**config.mk**
```make
export PLATFORM = sky130hd
export DESIGN_NAME = rsp_compactor
export DESIGN_NICKNAME = d
export VERILOG_FILES = /design/src/rtl/rsp_pkg.sv /design/src/rtl/serial_misr.sv /design/src/rtl/rsp_compactor.sv
export SDC_FILE = /design/constraint.sdc
export NUM_CORES = 1
export LEC_CHECK = 0
export CORE_MARGIN = 5
export CORE_UTILIZATION = 35
export DETAILED_ROUTE_END_ITERATION = 10
export PLACE_DENSITY = 0.61
export SLEW_MARGIN = 20
export SYNTH_ARGS = -nofsm -noshare
export SYNTH_HDL_FRONTEND = slang
export SYNTH_SLANG_ARGS = --single-unit
```
**constraint.sdc**
```tcl
create_clock -name CK -period 2.1 [get_ports CK]
set_input_delay 0.42 -clock CK [delete_from_list [all_inputs] [get_ports CK]]
set_output_delay 0.42 -clock CK [all_outputs]
set_load 0.02 [all_outputs]
```
**src/rtl/rsp_pkg.sv**
```systemverilog
// Shared types and default constants for the response compactor.
package rsp_pkg;

  typedef enum logic [1:0] {
    IDLE    = 2'd0,
    COLLECT = 2'd1,
    REPORT  = 2'd2
  } rsp_state_e;

  localparam int              N_IN_DEF  = 5;
  localparam int              SIG_W_DEF = 16;
  localparam logic [15:0]     POLY_DEF  = 16'h1021;
  localparam logic [15:0]     SEED_DEF  = 16'hFFFF;

  typedef struct packed {
    logic [SIG_W_DEF-1:0] signature;
    logic [N_IN_DEF:0]    mismatch_cnt;
    logic                 first_fail_vld;
    logic [N_IN_DEF-1:0]  first_fail_idx;
    logic                 seq_err;
  } rsp_result_t;

endpackage

```
**src/rtl/serial_misr.sv**
```systemverilog
// Serial signature register: CRC-style shift with polynomial feedback,
// loadable with a seed; load takes priority over shift.
module serial_misr #(
  parameter int               SIG_W = 16,
  parameter logic [SIG_W-1:0] POLY  = 16'h1021
) (
  input  logic             CK,
  input  logic             reset,
  input  logic             load,
  input  logic [SIG_W-1:0] seed,
  input  logic             shift_en,
  input  logic             bit_in,
  output logic [SIG_W-1:0] sig
);

  logic [SIG_W-1:0] sig_q;
  logic [SIG_W-1:0] sig_d;
  logic             fb_s;

  assign fb_s = sig_q[SIG_W-1] ^ bit_in;

  // Next signature value
  always_comb begin
    sig_d = sig_q;
    if (load) begin
      sig_d = seed;
    end else if (shift_en) begin
      sig_d = {sig_q[SIG_W-2:0], 1'b0} ^ (fb_s ? POLY : {SIG_W{1'b0}});
    end else begin
      sig_d = sig_q;
    end
  end

  // Signature register
  always_ff @(posedge CK or posedge reset) begin
    if (reset) begin
      sig_q <= {SIG_W{1'b0}};
    end else begin
      sig_q <= sig_d;
    end
  end

  assign sig = sig_q;

endmodule

```
**src/rtl/rsp_compactor.sv**
```systemverilog
// Response-capture stage: compacts one exhaustive sweep of DUT responses into
// a signature, mismatch count and first-fail index, then offers one result record.
module rsp_compactor
  import rsp_pkg::*;
#(
  parameter int               N_IN  = N_IN_DEF,
  parameter int               SIG_W = SIG_W_DEF,
  parameter logic [SIG_W-1:0] POLY  = SIG_W'(POLY_DEF),
  parameter logic [SIG_W-1:0] SEED  = SIG_W'(SEED_DEF)
) (
  input  logic             CK,
  input  logic             reset,
  input  logic             start,
  input  logic             vec_valid,
  output logic             vec_ready,
  input  logic [N_IN-1:0]  vec_in,
  input  logic             rsp_in,
  input  logic             exp_in,
  output logic             res_valid,
  input  logic             res_ready,
  output logic [SIG_W-1:0] signature,
  output logic [N_IN:0]    mismatch_cnt,
  output logic             first_fail_vld,
  output logic [N_IN-1:0]  first_fail_idx,
  output logic             seq_err,
  output logic             busy
);

  localparam logic [N_IN-1:0] IDX_LAST = {N_IN{1'b1}};
  localparam logic [N_IN-1:0] IDX_ONE  = {{(N_IN-1){1'b0}}, 1'b1};
  localparam logic [N_IN:0]   CNT_ONE  = {{N_IN{1'b0}}, 1'b1};
  localparam logic [N_IN:0]   CNT_MAX  = {1'b1, {N_IN{1'b0}}};

  rsp_state_e      state_q, state_d;
  logic [N_IN-1:0] idx_q, idx_d;
  logic [N_IN:0]   cnt_q, cnt_d;
  logic            ffv_q, ffv_d;
  logic [N_IN-1:0] ffi_q, ffi_d;
  logic            seq_q, seq_d;
  logic            misr_load_s;
  logic            misr_shift_s;
  logic            accept_s;

  assign vec_ready = (state_q == COLLECT);
  assign res_valid = (state_q == REPORT);
  assign busy      = (state_q != IDLE);
  assign accept_s  = vec_valid && vec_ready;

  serial_misr #(
    .SIG_W (SIG_W),
    .POLY  (POLY)
  ) u_misr (
    .CK       (CK),
    .reset    (reset),
    .load     (misr_load_s),
    .seed     (SEED),
    .shift_en (misr_shift_s),
    .bit_in   (rsp_in),
    .sig      (signature)
  );

  // Sweep sequencing, counters and first-fail capture
  always_comb begin
    state_d      = state_q;
    idx_d        = idx_q;
    cnt_d        = cnt_q;
    ffv_d        = ffv_q;
    ffi_d        = ffi_q;
    seq_d        = seq_q;
    misr_load_s  = 1'b0;
    misr_shift_s = 1'b0;
    case (state_q)
      IDLE: begin
        if (start) begin
          misr_load_s = 1'b1;
          idx_d       = {N_IN{1'b0}};
          cnt_d       = {(N_IN+1){1'b0}};
          ffv_d       = 1'b0;
          ffi_d       = {N_IN{1'b0}};
          seq_d       = 1'b0;
          state_d     = COLLECT;
        end else begin
          state_d = IDLE;
        end
      end
      COLLECT: begin
        if (accept_s) begin
          misr_shift_s = 1'b1;
          if (rsp_in != exp_in) begin
            if (cnt_q != CNT_MAX) begin
              cnt_d = cnt_q + CNT_ONE;
            end else begin
              cnt_d = cnt_q;
            end
            if (!ffv_q) begin
              ffv_d = 1'b1;
              ffi_d = idx_q;
            end else begin
              ffv_d = ffv_q;
            end
          end else begin
            cnt_d = cnt_q;
          end
          // Index stays authoritative even when the applied vector disagrees
          if (vec_in != idx_q) begin
            seq_d = 1'b1;
          end else begin
            seq_d = seq_q;
          end
          idx_d = idx_q + IDX_ONE;
          if (idx_q == IDX_LAST) begin
            state_d = REPORT;
          end else begin
            state_d = COLLECT;
          end
        end else begin
          state_d = COLLECT;
        end
      end
      REPORT: begin
        if (res_ready) begin
          state_d = IDLE;
        end else begin
          state_d = REPORT;
        end
      end
      default: begin
        state_d = IDLE;
      end
    endcase
  end

  // State and result registers
  always_ff @(posedge CK or posedge reset) begin
    if (reset) begin
      state_q <= IDLE;
      idx_q   <= {N_IN{1'b0}};
      cnt_q   <= {(N_IN+1){1'b0}};
      ffv_q   <= 1'b0;
      ffi_q   <= {N_IN{1'b0}};
      seq_q   <= 1'b0;
    end else begin
      state_q <= state_d;
      idx_q   <= idx_d;
      cnt_q   <= cnt_d;
      ffv_q   <= ffv_d;
      ffi_q   <= ffi_d;
      seq_q   <= seq_d;
    end
  end

  assign mismatch_cnt   = cnt_q;
  assign first_fail_vld = ffv_q;
  assign first_fail_idx = ffi_q;
  assign seq_err        = seq_q;

endmodule

```
==> impl_results.md <==
* Die Footprint at 6180 um2
* Max H-tree Level at 2
* Iteration-0 DRC Markers at 71
* Setup ws final at 0.0956 ns
* VDD IR max at 0.000730 V
* Worst EP arrival at 1.58 ns
* Dpl cell area at 2190 um2
* Clock Latency Late Sink at 0.30 ns
* CTS tree: done
* Total CTS buffers at 5
* Area Growth Syn to Fin at 38.3%
* M1 WL at 1760 um
* Initial antenna violation count at 0
* Pwr dens at 1390 nW/um2
* Core ar. at 4630 um2
* Wire per inst at 14.9 um
* Final WL at 3880 um
* Grt ovf at 0
* Post-DRT Antenna Nets at 0
* Worst Path Required at 1.68 ns
* RSZ-0062 raised after global routing: no
* Worst-path maximum fanout at 6
* Synth Instances at 153
* Sum Neg Setup Slack at 0 ns
* Design area at 2280 um2
* Worst path cell trace: or2_2 -> clkdlybuf4s50_1
* Achievable Freq at 499 MHz
* Fin. Hold Viols at 0
* Max layer used: met4
* R2R cell count at 6
* Worst-Margin Slew at 0.542 ns
* CP Capture Type: output pin
* CTS Hold Bufs at 0
* I/O Pins at 44
* Status: finished clean
* Sequential element share of the synthesized area at 0.547
* Worst R2R Start: mismatch_cnt[1]
* Reg2reg end: mismatch_cnt[2]
* Clock transition at path regs at 0.08 ns
* Worst Hold Class: reg2reg
* NumNets Final at 222
* Final GP Congestion at 0.834
* Mapped Avg Cell Area at 10.8 um2
* Vias in the first global route at 1,322
* Yosys cell types at 35
* Antenna diode count at 0
* Dpl hpwl at 2820 um
* Max Cap Viol at 0
* Final number of max-transition violations at 0
* Tot GR Track Use at 0.134
* Static leakage at 0.969 nW
* Synthesis-stage register bit count at 36
* Post-Syn Nets at 169
* CP peak stage delay at 0.55 ns
* Final setup viols at 0
* Vias per cell at 5.00
* Count of yosys warnings during synthesis at 0
* Clock Skews at 0.0105 ns
* Share of layout cells above drive strength 1 at 0.106
* DIE WIDTH at 78.6 um
* Startpoint Class: flip-flop
* Largest net degree at the start of global routing at 37
* Via count at 1,306
* Hold Startpoint: first_fail_idx[2]
* Fin crit share at 0.954
* Pre-CTS setup slack at 0.0414 ns
* Met3 WL post-DR at 222 um
* Port-buffer cells at 43
* Initial cell density of the core at 0.356
* Netlist Area Pre-Place at 1650 um2
* CTS root buf: clkbuf_8
* Num rows at 25
* Final std cells w/o fill at 261
* # clock sinks at 36
* Worst slew margin at 0.636
* # DRC at 0
* Worst setup path category: reg2out
* Min cycle time layout at 2.00 ns
* Total power at 3.16 mW
* CP Launch Point: state_q[1]
* Metal2 WL at 1830 um
* Die height at 78.6 um
* Drt pass-1 iters at 4
* Slowest-stage cell, CP: clkdlybuf4s50_1
* Worst setup path end: busy
* First-pass GRT wire length at 6420 um
* Cells after DPL at 253
* FF-to-FF setup slack at 0.32 ns
* Clk buf depth at 2
area by class of cell:
cell class / count / area (um2)
multi-input cells: 103 / 678
flip-flops and latches: 36 / 901
clock buffers: 5 / 68.8
clock inverters: 3 / 18.8
well taps: 54 / 67.6
inverters: 7 / 26.3
repair buffers: 53 / 517
fillers: 443 / 2350
where the power goes:
part / internal [mW] / leakage, nW / switching (mW)
registers: 0.963 / 0.405 / 0.275
clock network: 0.231 / 0.0479 / 0.264
logic: 0.734 / 0.516 / 0.688
logic make-up after synthesis:
logic type,Yosys count,synth area share
buffers and inverters,14,0.0410
XOR/XNOR,12,0.0638
adder cells (fa/ha/maj),4,0.0304
AND/OR/NAND/NOR,50,0.151
AO/OA/AOI/OAI,35,0.153
flip-flops,36,0.547
multiplexers,2,0.0129
synthesized netlist by cell type, drive strengths merged:
cell type	instances	area, um2
dfrtp	36	901
nor2	15	58.8
o22a	12	105
nand2	11	41.3
nand3	8	40.0
a21oi	7	35.0
inv	7	26.3
xor2	7	61.3
o21ai	6	30.0
a22o	5	43.8
buf	5	33.8
xnor2	5	43.8
ha	4	50.1
nor3	3	15.0
and3	2	12.5
clkbuf	2	7.51
nand2b	2	12.5
o211ai	2	15.0
a211o	1	8.76
a211oi	1	7.51
and2b	1	7.51
and3b	1	8.76
mux2	1	11.3
mux2i	1	10.0
nand3b	1	7.51
nand4	1	6.26
nor4b	1	8.76
o31ai	1	7.51
or2	1	6.26
or2b	1	7.51
or3b	1	8.76
or4	1	7.51
layout by cell type, fill, tap and decap left out, types with 2 or more instances in the layout:
cell             netlist  layout
dfrtp_1               36      36
ha_1                   4       4
nand2b_1               2       2
xor2_1                 7       7
clkdlybuf4s50_1        0      42
xnor2_1                5       5
o211ai_1               2       2
a22o_1                 5       5
and3_1                 2       2
clkinv_2               0       2
clkbuf_8               0       5
o22a_1                12      12
nor2_1                14      14
a21oi_1                7       7
o21ai_0                6       6
inv_1                  7       7
nand3_1                8       8
nor3_1                 3       3
nand2_1               11      11
buf_4                  1       9
flip-flops by register name (all words and copies together), names as in the netlist:
| name | flops |
|---|---|
| idx_q | 5 |
| u_misr.sig | 16 |
| mismatch_cnt | 6 |
| seq_err | 1 |
| state_q | 2 |
| first_fail_idx | 5 |
| first_fail_vld | 1 |
how the worst min path moves through the flow:
stage / end / depth (start not counted)
detailed placement: first_fail_idx[4] / 1
global placement: first_fail_idx[4] / 1
finish: first_fail_idx[2] / 1
CTS: first_fail_idx[2] / 1
global route: first_fail_idx[4] / 1
floorplan: idx_q[0] / 1
what timing repair did:
item | CTS | global route
endpoints found under the setup margin | 1 | 0
setup buffers | 0 | 0
gates resized for setup | 1 | 0
through the flow:
stage                     hold WS, ns  utilization
after floorplan                 0.534            -
after global placement          0.493        0.473
after detailed placement        0.496        0.473
after CTS                       0.510        0.492
after global routing            0.532        0.492
final                           0.505        0.492
worst max-delay path, delay by kind of cell, from the launching register on:
kind / cells / cell delay (ns)
buffers and inverters: 1 / 0.55
DFF: 1 / 0.42
and+or+nand+nor: 1 / 0.32
routing by layer:
layer | global-route usage | vias up
met3 | 0.0528 | 7
li1 | - | 646
met5 | 0 | -
met1 | 0.167 | 624
met4 | 0.0577 | 0
met2 | 0.205 | 29
Power figures use the tool's default switching activity.
